### src/rtl/line_hit_ctrl_pkg.sv
// line_hit_ctrl_pkg: game-control state encoding and default tuning constants
package line_hit_ctrl_pkg;
  typedef enum logic [2:0] {IDLE, LOAD, PLAY, HIT, OVER} state_e;
  localparam int HIT_THRESH_DEF   = 4;
  localparam int OVL_W_DEF        = 8;
  localparam int FLASH_FRAMES_DEF = 15;
  localparam int FLASH_BLINKS_DEF = 3;
  localparam int LIVES_DEF        = 3;
endpackage

### src/rtl/line_hit_ctrl_edge_sync.sv
// line_hit_ctrl_edge_sync: optional 2-FF synchroniser followed by a registered rising-edge pulse
module line_hit_ctrl_edge_sync #(
  parameter bit SYNC = 1'b1
) (
  input  logic clk,
  input  logic reset_n,
  input  logic d_i,
  output logic pulse_o
);
  logic [1:0] sync_q;
  logic       prev_q, pulse_q, d;
  assign d       = SYNC ? sync_q[1] : d_i;
  assign pulse_o = pulse_q;
  always_ff @(posedge clk or negedge reset_n) begin
    if (!reset_n) begin
      sync_q  <= '0;
      prev_q  <= 1'b0;
      pulse_q <= 1'b0;
    end else begin
      sync_q  <= {sync_q[0], d_i};
      prev_q  <= d;
      pulse_q <= d & ~prev_q;
    end
  end
endmodule

### src/rtl/line_hit_ctrl.sv
// line_hit_ctrl: per-frame collision detection, lives/game-over tracking and line-stage control
module line_hit_ctrl
  import line_hit_ctrl_pkg::*;
#(
  parameter int HIT_THRESH   = HIT_THRESH_DEF,
  parameter int OVL_W        = OVL_W_DEF,
  parameter int FLASH_FRAMES = FLASH_FRAMES_DEF,
  parameter int FLASH_BLINKS = FLASH_BLINKS_DEF,
  parameter int LIVES        = LIVES_DEF
) (
  input  logic       clk,
  input  logic       reset_n,
  input  logic       frame,
  input  logic       start,
  input  logic       line_px,
  input  logic       cube_px,
  output logic       load_counter,
  output logic       start_machine,
  output logic       run,
  output logic       flash,
  output logic [2:0] lives,
  output logic       game_over
);
  localparam int DW = $clog2(FLASH_FRAMES + 1);
  localparam int TW = $clog2(2 * FLASH_BLINKS + 1);
  localparam logic [OVL_W-1:0] OVL_MAX = '1;

  state_e           state_q, state_d;
  logic [OVL_W-1:0] ovl_q, ovl_d, ovl_inc;
  logic [DW-1:0]    div_q, div_d;
  logic [TW-1:0]    tog_q, tog_d;
  logic [2:0]       lives_q, lives_d;
  logic             flash_q, flash_d, fe, se, hit_now, wrap;
  logic             load_q, sm_q, run_q, go_q;

  line_hit_ctrl_edge_sync #(.SYNC(1'b1)) u_frame (
    .clk(clk), .reset_n(reset_n), .d_i(frame), .pulse_o(fe)
  );
  line_hit_ctrl_edge_sync #(.SYNC(1'b0)) u_start (
    .clk(clk), .reset_n(reset_n), .d_i(start), .pulse_o(se)
  );

  assign load_counter  = load_q;
  assign start_machine = sm_q;
  assign run           = run_q;
  assign flash         = flash_q;
  assign lives         = lives_q;
  assign game_over     = go_q;

  always_comb begin
    ovl_inc = (ovl_q == OVL_MAX) ? ovl_q : ovl_q + OVL_W'(line_px & cube_px);
    hit_now = 32'(ovl_inc) >= HIT_THRESH;
    wrap    = fe && (div_q == DW'(FLASH_FRAMES - 1));
    state_d = state_q;
    ovl_d   = '0;
    div_d   = '0;
    tog_d   = '0;
    lives_d = lives_q;
    flash_d = 1'b1;
    case (state_q)
      IDLE: state_d = se ? LOAD : IDLE;
      LOAD: state_d = fe ? PLAY : LOAD;
      PLAY: begin
        ovl_d = fe ? '0 : ovl_inc;
        if (fe && hit_now && lives_q != 3'd0) begin
          lives_d = lives_q - 3'd1;
          state_d = (lives_q == 3'd1) ? OVER : HIT;
          flash_d = lives_q == 3'd1;
        end
      end
      HIT: begin
        div_d   = wrap ? '0 : div_q + DW'(fe);
        tog_d   = tog_q + TW'(wrap);
        flash_d = flash_q ^ wrap;
        // last toggle of the blink sequence hands control back to play
        if (wrap && tog_q == TW'(2 * FLASH_BLINKS - 1)) begin
          state_d = PLAY;
          tog_d   = '0;
          flash_d = 1'b1;
        end
      end
      OVER: if (se) begin
        state_d = LOAD;
        lives_d = 3'(LIVES);
      end
      default: state_d = IDLE;
    endcase
  end

  always_ff @(posedge clk or negedge reset_n) begin
    if (!reset_n) begin
      state_q <= IDLE;
      ovl_q   <= '0;
      div_q   <= '0;
      tog_q   <= '0;
      lives_q <= 3'(LIVES);
      flash_q <= 1'b1;
      load_q  <= 1'b1;
      sm_q    <= 1'b0;
      run_q   <= 1'b0;
      go_q    <= 1'b0;
    end else begin
      state_q <= state_d;
      ovl_q   <= ovl_d;
      div_q   <= div_d;
      tog_q   <= tog_d;
      lives_q <= lives_d;
      flash_q <= flash_d;
      load_q  <= (state_d == IDLE) || (state_d == LOAD);
      sm_q    <= state_d == PLAY;
      run_q   <= state_d == PLAY;
      go_q    <= state_d == OVER;
    end
  end
endmodule

### config.mk
export PLATFORM = sky130hd
export DESIGN_NAME = line_hit_ctrl
export DESIGN_NICKNAME = d
export VERILOG_FILES = /design/src/rtl/line_hit_ctrl_pkg.sv /design/src/rtl/line_hit_ctrl_edge_sync.sv /design/src/rtl/line_hit_ctrl.sv
export SDC_FILE = /design/constraint.sdc
export NUM_CORES = 1
export LEC_CHECK = 0
export BUFFER_PORTS_ARGS = -buffer_cell sky130_fd_sc_hd__buf_4
export CAP_MARGIN = 15
export CORE_UTILIZATION = 62
export CTS_CLUSTER_SIZE = 30
export DETAILED_ROUTE_END_ITERATION = 10
export GPL_TIMING_DRIVEN = 0
export PLACE_DENSITY_LB_ADDON = 0.12
export SYNTH_ARGS = -nofsm -noshare
export SYNTH_HDL_FRONTEND = slang
export SYNTH_SLANG_ARGS = --single-unit
### constraint.sdc
create_clock -name clk -period 6 [get_ports clk]
set_input_delay 0.3 -clock clk [delete_from_list [all_inputs] [get_ports clk]]
set_output_delay 0.3 -clock clk [all_outputs]
set_load 0.02 [all_outputs]
==> qor_table.md, run 1 <==
| Result | Value |
| --- | --- |
| Transition time at the pin with the least slew margin | 475.8 ps |
| DRT Pass-1 Iters | 4 |
| Critical Path Most Common Cell | ha_1 |
| Minimum setup slack in the final design | 3509 ps |
| Relative area change from synthesis to final layout | 11.73% |
| Clock input transition at the sequential cells of the worst setup and hold paths | 90 ps |
| Async set-reset flop share out of synthesis | 1.000 |
| VDD IR-drop max | 203.7 uV |
| Final #Nets | 182 |
| Vias in the first global route | 1098 |
| Final period demand of the worst path | 2491 ps |
| Post-place instance area | 0.001700 mm^2 |
| Worst skew pair latency | 330 ps |
| Drc violations | 0 |
| Maximum buffer depth of the clock tree | 2 |
| Grt total ovfl | 0 |
| Maximum clock rate | 401.5 MHz |
| Fraction of final layout cells sized beyond drive strength 1 | 0.1807 |
| HP Class | input port to flip-flop |
| Worst path buffer plus inverter count | 1 |
| Clock skew | 9.441 ps |
| Total nets after synthesis | 161 |
| DIE HEIGHT | 52.29 um |
| Sort of element at the start of the critical path | flip-flop |
| Post-synthesis instance total | 146 |
| Endpoints failing hold | 0 |
| Unrepaired setup endpoints after global routing | no |
| Ys flop type | dfrtp_1 |
| Number of buffers inserted during clock tree synthesis | 5 |
| Highest Signal Layer | met4 |
| Result of the run | completed |
| Post-Route Setup TNS | 0 ps |
| Number of library cell types mapped by synthesis | 43 |
| Final-layout worst hold slack | 77.87 ps |
| Critical path fanouts, max | 8 |
| # port buffers | 13 |
| Floorplan Core Area | 0.002297 mm^2 |
| Post-placement setup slack | 3469 ps |
| Area of the die | 0.002734 mm^2 |
| Total number of H-tree levels | 2 |
| Max-slew headroom | 0.6816 |
| Routed length on met3 | 140 um |
| Largest net degree at the start of global routing | 32 |
| Max-cap violations | 0 |
| Antenna diodes | 0 |
| Clk sink count | 31 |
| Detailed placer's ending HPWL | 2124 um |
| Number of I/O pins | 14 |
| Endpoint class of the critical path | flip-flop |
| Max incr delay on CP | 390 ps |
| Period utilization | 0.4151 |
| Crit Path Class | flip-flop to flip-flop |
| Wirelength, routed | 2860 um |
| Antenna violations before repair | 0 |
| Count of final setup violators | 0 |
| Critical path data required time | 6240 ps |
| Worst path top cell family by delay | adder cells |
| Routed length per instance | 14.74 um |
| CTS root buffer | clkbuf_4 |
| Overall routing resource usage | 0.2489 |
| Initial drt markers | 30 |
| Number of synthesized flops with an enable pin | 0 |
| Total number of vias | 1198 |
| YS warnings | 0 |
| Routability cong. | 0.8390 |
| Width of the die | 52.29 um |
| Wire length of the first global-routing pass | 4740 um |
| Effective utilization at floorplan | 0.6825 |
| Area of the mapped netlist | 0.001568 mm^2 |
| Antenna viol nets, final | 0 |
| Data arrival, critical path | 2730 ps |
| R2R Setup Slk | 3510 ps |
| Fill cell count | 155 |
| Sum of internal, switching and leakage power | 441.5 uW |
| Sum of met2 wire segment lengths after detailed routing | 1489 um |
| Routed metal-1 wire length | 1202 um |
| Ratio of routed vias to standard cells | 6.175 |
| Number of slew-limit violations in the final report | 0 |
| PwrDens | 252.1 mW/mm^2 |
| Register bit total from synthesis | 31 |
| Critical Path Slowest Stage Cell | dfrtp_1 |
| Part of the Yosys area used for sequential elements | 0.4980 |
| Mean instance size in the synthesized netlist | 10.74 um^2 |
| Clock tree from TritonCTS | yes |
| Num rows | 17 |
| Critical Path, Cell by Cell | ha_1 > ha_1 > clkbuf_1 > nand3_1 > xor2_1 > nand4_1 > o21ai_4 > mux2i_1 |
| Cell leakage power | 0.0008428 uW |
| Final Cell Area | 0.001752 mm^2 |
==> per-stage QoR <==
| step | instances | utilization |
|---|---|---|
| finish | 194 | 0.7625 |
| global route | 194 | 0.7625 |
| CTS | 194 | 0.7625 |
| detailed placement | 187 | 0.7402 |
| global placement | 187 | 0.7402 |
| floorplan | 146 | - |
==> where the power goes <==
part | total (uW) | switching [uW] | internal [uW]
clock network | 104 | 62.1 | 41.5
logic | 102 | 60.2 | 41.5
registers | 236 | 11.4 | 225
==> state kept, by name, summed over array words and instances, names as in the netlist, 2 cells and up <==
register	cells
div_q	4
tog_q	3
state_q	3
lives	3
ovl_q	8
u_frame.sync_q	2
==> final timing paths <==
| path | start | cells after the start | end |
|---|---|---|---|
| hold / removal | frame | 1 | u_frame.sync_q[0] |
| hold reg to reg | u_frame.sync_q[0] | 0 | u_frame.sync_q[1] |
| setup / recovery | ovl_q[0] | 8 | lives[1] |
| min in group asynchronous | reset_n | 2 | ovl_q[7] |
| setup reg to reg | ovl_q[0] | 8 | lives[1] |
| max in group asynchronous | reset_n | 2 | lives[1] |
==> synth_stat cells, drive strengths merged (3+ instances only) <==
| master | instances | share of area |
|---|---|---|
| xor2 | 3 | 0.017 |
| clkbuf | 3 | 0.0072 |
| nor2 | 6 | 0.014 |
| or3 | 3 | 0.012 |
| nand3 | 7 | 0.022 |
| xnor2 | 3 | 0.017 |
| ha | 9 | 0.072 |
| and4 | 3 | 0.017 |
| nand2 | 6 | 0.014 |
| o21ai | 5 | 0.023 |
| dfstp | 4 | 0.067 |
| buf | 3 | 0.019 |
| a21oi | 10 | 0.032 |
| nor3 | 6 | 0.019 |
| nor2b | 4 | 0.016 |
| mux2i | 4 | 0.026 |
| inv | 8 | 0.019 |
| dfrtp | 27 | 0.43 |
| and2 | 6 | 0.024 |
==> kinds of logic after synthesis <==
kind of cell,synth area share
multiplexers,0.02554
adder cells (fa/ha/maj),0.07183
XOR/XNOR,0.03353
buffers and inverters,0.04549
AO/OA/AOI/OAI,0.1548
AND/OR/NAND/NOR,0.1708
flip-flops,0.4980
==> metal layers <==
metal  GRT usage  vias up
li1            -      572
met1      0.2852      585
met2      0.4283       37
met3     0.08986        4
met4     0.07895        0
met5           0        -
==> area by class of cell <==
type / count / area, um^2 / area share
multi-input cells: 101 / 715.7 / 0.4086
well taps: 28 / 35.03 / 0.02000
clock buffers: 6 / 41.29 / 0.02357
inverters: 8 / 30.03 / 0.01714
flip-flops and latches: 31 / 780.7 / 0.4457
repair buffers: 14 / 107.6 / 0.06143
plain buffers: 6 / 41.29 / 0.02357
==> worst register-to-register path, cell delays in order (launching register included) <==
cell and delay, ps:
dfrtp_1 390, ha_1 300, ha_1 190, clkbuf_1 300, nand3_1 140, xor2_1 250, nand4_1 250, o21ai_4 340
mux2i_1 250
==> cells in the final DEF, fill, tap and decap left out, drive strengths merged, types with 2 or more instances in the layout <==
cell	instances
dfrtp	27
buf	16
a21oi	10
ha	9
clkbuf	9
inv	8
nand3	7
nor2	6
nand2	6
nor3	6
and2	6
o21ai	5
nor2b	4
mux2i	4
dfstp	4
xnor2	3
or3	3
and4	3
xor2	3
nand4	2
nand3b	2
o21a	2
o2111ai	2
o22ai	2
a31oi	2
==> timing repair <==
item / in CTS / in global routing
setup buffers: 0 / 0
hold buffers: 1 / 0
hold endpoints to repair: 27 / 0
gates resized for setup: 0 / 0
(Power assumes the default switching activity.)
==> run 2, diff against run 1 <==
- ABC_AREA: unset -> 1
- CORE_UTILIZATION: 62 -> 58
- clock period: 6 -> 2.5 ns (I/O delays scaled with it)
==> run 2 against run 1 <==
Combinational power grew to 4.9 times the previous value; wire length is 0.38% lower; clock-buffer cell count is 1 higher; die area is 9.3% higher; maximum frequency is 22% higher; critical path depth is 5 higher; non-clock buffer count is 2 lower; critical path type unchanged; critical endpoint is now run.
==> qor_table.md, run 2 <==
| Result | Value |
| --- | --- |
| Result of the run | completed |
| Post-place instance area | 0.001744 mm^2 |
| Transition time at the pin with the least slew margin | 387.6 ps |
| Adder-cell area share of the yosys netlist | 0.06998 |
| Final Cell Area | 0.001834 mm^2 |
| Timing startpoint of the critical path | ovl_q[0] |
| End point of the worst hold path | ovl_q[0] |
| Wirelength, routed | 2849 um |
| Initial drt markers | 27 |
| Worst path top cell family by delay | simple AND/OR/NAND/NOR gates |
| Worst path buffer plus inverter count | 1 |
| Most numerous cell types in the synthesized netlist | 35 x inv_1, 32 x nor2_1, 29 x nand2_1, 27 x dfrtp_1, 12 x nand3_1 |
| HP Class | input port to flip-flop |
| Sort of element at the start of the critical path | flip-flop |
| DIE HEIGHT | 54.67 um |
| Count of final setup violators | 0 |
| Worst skew pair latency | 320 ps |
| Met3 demand-to-capacity share in global routing | 0.06111 |
| Ratio of routed vias to standard cells | 5.110 |
| Width of the die | 54.67 um |
| Number of buffers inserted during clock tree synthesis | 5 |
| VDD IR-drop max | 695.9 uV |
| Period utilization | 0.8170 |
| Area of the die | 0.002989 mm^2 |
| Fraction of the mapped netlist area in simple logic gates | 0.2714 |
| Net switching power | 519.2 uW |
| Post-Synth XOR/XNOR Area | 0.02177 |
| Final period demand of the worst path | 2042 ps |
| Non-filler cells in the finished layout | 245 |
| Top library cells by usage in the layout, fill and taps aside | 35 x inv_1, 32 x nor2_1, 29 x nand2_1 |
| Maximum clock rate | 489.6 MHz |
| Max incr delay on CP | 360 ps |
| Fraction of final layout cells sized beyond drive strength 1 | 0.1953 |
| Grt total ovfl | 0 |
| Max-slew headroom | 0.7416 |
| Dominant combinational cell family by area after synthesis | simple AND/OR/NAND/NOR gates |
| Max-cap violations | 0 |
| Post CTS Setup Buffer Count | 0 |
| Largest net degree at the start of global routing | 32 |
| Clock input transition at the sequential cells of the worst setup and hold paths | 90 ps |
| CTS-repair resized insts | 0 |
| Register bit total from synthesis | 31 |
| Switching share of power | 0.3637 |
| Biggest area consumer among synthesized cells | dfrtp_1 |
| Final #Nets | 229 |
| Total number of vias | 1252 |
| Data arrival, critical path | 2270 ps |
| CTS root buffer | clkbuf_4 |
| Critical path fanouts, max | 5 |
| Unrepaired setup endpoints after global routing | no |
| Drc violations | 0 |
| Worst Reg-to-Reg Cells | 13 |
| Critical Path Slowest Stage Cell | dfrtp_1 |
| Endpoint class of the critical path | flip-flop |
| Critical path data required time | 2720 ps |
| Met2 usage in global routing | 0.3655 |
| Relative area change from synthesis to final layout | 14.00% |
| Clk sink count | 31 |
| Final-layout worst hold slack | 234.8 ps |
| DRT Pass-1 Iters | 4 |
| Post-Place Cells | 234 |
| Overall routing resource usage | 0.2227 |
| FF-to-FF End | run |
| Register bank with the most flops | ovl_q |
| Num rows | 18 |
| Total number of H-tree levels | 2 |
| R2R Setup Slk | 460 ps |
| Part of the power in the clock network | 0.209 |
| Reg-to-reg critical path startpoint | ovl_q[0] |
| Total nets after synthesis | 206 |
| GRT busiest layer | met2 |
| Number of library cell types mapped by synthesis | 25 |
| Max FFs per register | 8 |
| Multiplexer share of the synthesized area | 0 |
| Fraction of power consumed by sequential logic | 0.443 |
| Maximum buffer depth of the clock tree | 2 |
| Floorplan Core Area | 0.002545 mm^2 |
| # port buffers | 13 |
| Critical Path Most Common Cell | nand2_1 |
| Crit Path Class | flip-flop to flip-flop |
| Async set-reset flop share out of synthesis | 1.000 |
| Detailed placer's ending HPWL | 2118 um |
| YS warnings | 0 |
| WHS Path Cells | 6 |
| Most frequent standard cell in the layout excluding fill and tap cells | inv_1 |
| Mean instance size in the synthesized netlist | 8.424 um^2 |
| Share of the synthesized area in compound gates (AO/OA/AOI/OAI) | 0.06065 |
| Ys flop type | dfrtp_1 |
| PwrDens | 778.2 mW/mm^2 |
| Clock tree from TritonCTS | yes |
| Registers with the most flip-flops | ovl_q (8), div_q (4) |
| Startpoint of the tightest hold check path | cube_px |
| Clock skew | 3.941 ps |
| Vias in the first global route | 1104 |
| Cts hold-fix bufs | 3 |
| Wire length of the first global-routing pass | 4547 um |
| Share of the synthesized area in the top cell type | 0.4199 |
| Combinational group share of total power | 0.348 |
| Part of the Yosys area used for sequential elements | 0.4852 |
| Post-synthesis instance total | 191 |
| Post-Route Setup TNS | 0 ps |
| Routed length per instance | 11.63 um |
| Most common cell in the synthesized netlist | inv_1 |
| Area of the mapped netlist | 0.001609 mm^2 |
| Antenna diodes | 0 |
| Number of slew-limit violations in the final report | 0 |
| Endpoints failing hold | 0 |
| Met1 layer usage reported by global route | 0.2703 |
| Effective utilization at floorplan | 0.6323 |
| Number of synthesized flops with an enable pin | 0 |
| Antenna violations before repair | 0 |
| Critical Path, Cell by Cell | ha_1 > ha_1 > nand3_1 > nand2_1 > nand2_1 > nor2_1 > nand2_1 > nor2_1 > nand2_2 > nand4_1 > nand3_2 > nand2_1 > inv_1 |
| Number of I/O pins | 14 |
| Antenna viol nets, final | 0 |
| Total internal power | 908.3 uW |
| Cell leakage power | 0.0009544 uW |
| Routability cong. | 0.8258 |
| Top cells by area in the synthesized netlist | dfrtp_1 42%, inv_1 8.2%, nor2_1 7.5% |
-- run 2: cell count changes in the layout (fill, tap and decap cells not counted), moves of 3 or more --
| cell | previous run | this run |
|---|---|---|
| a21oi_1 | 10 | 3 |
| and2_1 | 6 | 0 |
| and4_1 | 3 | 0 |
| clkbuf_1 | 4 | 1 |
| inv_1 | 6 | 35 |
| mux2i_1 | 4 | 0 |
| nand2_1 | 6 | 29 |
| nand2_2 | 0 | 8 |
| nand3_1 | 7 | 12 |
| nor2_1 | 6 | 32 |
| nor2b_1 | 4 | 0 |
| nor3_1 | 6 | 1 |
| or3_1 | 3 | 0 |
-- run 2: power groups by stage --
stage	combinational, uW	sequential, uW	clock [uW]
final	497	632	298
after CTS	498	632	308
after global placement	471	636	0
after floorplan	299	680	0
after global routing	561	640	323
after detailed placement	492	641	0
-- run 2: worst max path at each step --
stage | to | cells past startpoint
final | run | 13
after global routing | run | 13
after CTS | run | 13
after detailed placement | run | 13
after global placement | run | 13
after floorplan | run | 11
-- run 2: per-layer routing --
metal | share of wire | routed length (um)
met1 | 0.44 | 1260
met2 | 0.49 | 1397
met3 | 0.048 | 136
met4 | 0.019 | 55
met5 | 0 | 0
-- run 2: metrics by stage --
step | worst slack (ps) | utilization | power, uW
5_1_grt | 243.8 | 0.7207 | 1524
3_3_place_gp | 553.1 | 0.6853 | 1107
4_1_cts | 448.4 | 0.7207 | 1438
2_1_floorplan | 747.8 | - | 979.4
6_report | 457.6 | 0.7207 | 1427
3_5_place_dp | 460.2 | 0.6853 | 1133
-- run 2: worst register-to-register path: stages (launching register included) --
cell,delay [ps]
dfrtp_1,360
ha_1,240
ha_1,300
nand3_1,100
nand2_1,70
nand2_1,50
nor2_1,150
nand2_1,80
nor2_1,120
nand2_2,80
nand4_1,150
nand3_2,120
nand2_1,80
inv_1,40
-- run 2: logic make-up after synthesis --
family,after synthesis
adders and majority gates,9
AOI/OAI and AO/OA,17
and+or+nand+nor,93
buffers and inverters,37
DFF,31
xor gates and xnor gates,4
-- run 2: area by class of cell --
type,instances,area (um^2)
flip-flops and latches,31,780.7
fillers,203,710.7
multi-input cells,123,681.9
inverters,35,131.4
repair buffers,16,127.6
clock buffers,7,55.05
well taps,30,37.54
plain buffers,2,15.01
clock inverters,1,5.005
==> run 3, diff against run 2 <==
- CORE_UTILIZATION: 58 -> 52
- clock period: 2.5 -> 1.75 ns (I/O delays scaled with it)
==> run 3 against run 2 <==
The run now ends with negative setup slack left; flip-flop and latch count unchanged; critical path depth decreased by 1; first-iteration DRC count increased by 85%; clock skew about the same; sequential power increased by 43%; critical endpoint unchanged; non-clock buffer count increased by 5; die area increased by 11%; final area increased by 6.6%; combinational power increased by 51%; highest routed layer unchanged; sequential share of layout area decreased by 2.6 points; clock power increased by 31%.
==> qor_table.md, run 3 (synthesis gave the netlist of run 2 again) <==
| Result | Value |
| --- | --- |
| Critical path data required time | 1970 ps |
| Final Cell Area | 0.001956 mm^2 |
| Critical path fanouts, max | 5 |
| Post-Place Cells | 235 |
| Worst skew pair latency | 320 ps |
| Net switching power | 771.5 uW |
| Wire length of the first global-routing pass | 5106 um |
| Largest net degree at the start of global routing | 32 |
| PwrDens | 1046 mW/mm^2 |
| Maximum clock rate | 558.7 MHz |
| Final period demand of the worst path | 1790 ps |
| Violated checks | negative setup slack |
| Area of the die | 0.003321 mm^2 |
| HP Class | input port to async pin |
| Effective utilization at floorplan | 0.5640 |
| Post-Route Setup TNS | -60.64 ps |
| Number of buffers inserted during clock tree synthesis | 5 |
| Routed length per instance | 11.45 um |
| Unrepaired setup endpoints after global routing | yes |
| Maximum buffer depth of the clock tree | 2 |
| Period utilization | 1.023 |
| Non-filler cells in the finished layout | 251 |
| Fraction of final layout cells sized beyond drive strength 1 | 0.3045 |
| Post-placement setup slack | -214.7 ps |
| Initial drt markers | 50 |
| Antenna violations before repair | 0 |
| Met3 demand-to-capacity share in global routing | 0.06027 |
| Worst Reg-to-Reg Cells | 12 |
| Overall routing resource usage | 0.2051 |
| CTS root buffer | clkbuf_4 |
| Detailed placer's ending HPWL | 2040 um |
| DIE HEIGHT | 57.63 um |
| Clock input transition at the sequential cells of the worst setup and hold paths | 100 ps |
| Most frequent standard cell in the layout excluding fill and tap cells | inv_1 |
| Crit Path Class | flip-flop to flip-flop |
| Max-slew headroom | 0.7488 |
| Wirelength, routed | 2875 um |
| Data arrival, critical path | 2010 ps |
| Endpoints failing hold | 0 |
| Transition time at the pin with the least slew margin | 375.4 ps |
| Number of I/O pins | 14 |
| Result of the run | finished with violations |
| Switching share of power | 0.3772 |
| # port buffers | 13 |
| Part of the power in the clock network | 0.190 |
| Count of final setup violators | 4 |
| Floorplan Core Area | 0.002853 mm^2 |
| VDD IR-drop max | 861.0 uV |
| Met1 layer usage reported by global route | 0.2474 |
| Clock skew | 4.104 ps |
| Fraction of power consumed by sequential logic | 0.443 |
| Max FFs per register | 8 |
| Total number of H-tree levels | 2 |
| Vias in the first global route | 1187 |
| Width of the die | 57.63 um |
| Final #Nets | 234 |
| Endpoint class of the critical path | flip-flop |
| Met2 usage in global routing | 0.3555 |
| DRT Pass-1 Iters | 4 |
| Register bank with the most flops | ovl_q |
| Max-cap violations | 0 |
| Total number of vias | 1263 |
| Sort of element at the start of the critical path | flip-flop |
| Clk sink count | 31 |
| Num rows | 19 |
| Combinational group share of total power | 0.367 |
| Top library cells by usage in the layout, fill and taps aside | 35 x inv_1, 29 x nor2_1, 26 x dfrtp_1 |
| Final standard cell utilization of the core | 0.6855 |
| Routability cong. | 0.8820 |
| Total internal power | 1274 uW |
| Clock tree from TritonCTS | yes |
| Ratio of routed vias to standard cells | 5.032 |
| Relative area change from synthesis to final layout | 21.54% |
| Registers with the most flip-flops | ovl_q (8), div_q (4) |
| GRT busiest layer | met2 |
| Antenna diodes | 0 |
| Post-place instance area | 0.001748 mm^2 |
| Minimum setup slack in the final design | -39.93 ps |
| Cell leakage power | 0.0009784 uW |
| Antenna viol nets, final | 0 |
| Grt total ovfl | 0 |
| Number of slew-limit violations in the final report | 0 |
| Drc violations | 0 |
==> run 3: cell count changes in the layout (fill, tap and decap cells not counted), sizes merged <==
cell | previous run | this run
clkbuf | 7 | 5
buf | 15 | 20
clkinv | 1 | 3
==> run 3: per-stage QoR <==
| stage | hold WS [ps] | power [uW] |
|---|---|---|
| final | 219.8 | 2045 |
| after detailed placement | 41.73 | 1611 |
| after global placement | 37.96 | 1584 |
| after CTS | 218.5 | 2026 |
| after floorplan | -208.1 | 1399 |
| after global routing | 230.0 | 2210 |
==> run 3: critical path: stages, from the launching register on <==
cell	delay, ps
dfrtp_1	420
ha_4	180
ha_4	180
nand4_1	70
nand2_1	80
nor2_2	110
nand2_1	80
nor2_2	100
nand2_2	70
nand4_1	160
nand3_2	120
nand2_1	80
inv_1	40
==> run 3: final timing paths <==
path / from / to / slack [ps]
worst min-delay path: reset_n / ovl_q[0] / 220
min in group clk: line_px / ovl_q[0] / 220
max in group asynchronous: reset_n / lives[0] / 1210
worst max register to register: ovl_q[0] / run / -40
worst max-delay path: ovl_q[0] / run / -40
worst min register to register: u_frame.sync_q[0] / u_frame.sync_q[1] / 370
==> run 3: layer usage <==
metal  share of wire  wire length (um)
met3           0.029                83
met1            0.44              1270
met2            0.52              1507
met4          0.0045                13
met5               0                 0
==> run 3: layout make-up <==
cell class / count / area (um^2)
Multi-Input combinational cell: 123 / 770.7
Timing Repair Buffer: 21 / 165.2
Tap cell: 31 / 38.79
Clock inverter: 3 / 15.01
Fill cell: 232 / 897.1
Clock buffer: 5 / 37.54
Buffer: 2 / 15.01
Inverter: 35 / 131.4
Sequential cell: 31 / 782.0
==> run 3: timing repair <==
| item | in CTS | in global routing |
|---|---|---|
| cloned | 0 | 0 |
| hold endpoints to repair | 34 | 0 |
| gates resized for setup | 10 | 12 |
| hold buffers | 3 | 0 |
| buffers inserted | 4 | 1 |
| setup endpoints to repair | 10 | 10 |
| pin swaps | 9 | 9 |
==> run 3: power groups by stage <==
stage	registers [uW]	logic [uW]	clock network (uW)
floorplan	972	428	0
finish	906	751	389
global placement	908	675	0
detailed placement	915	696	0
global route	921	846	443
CTS	905	720	400
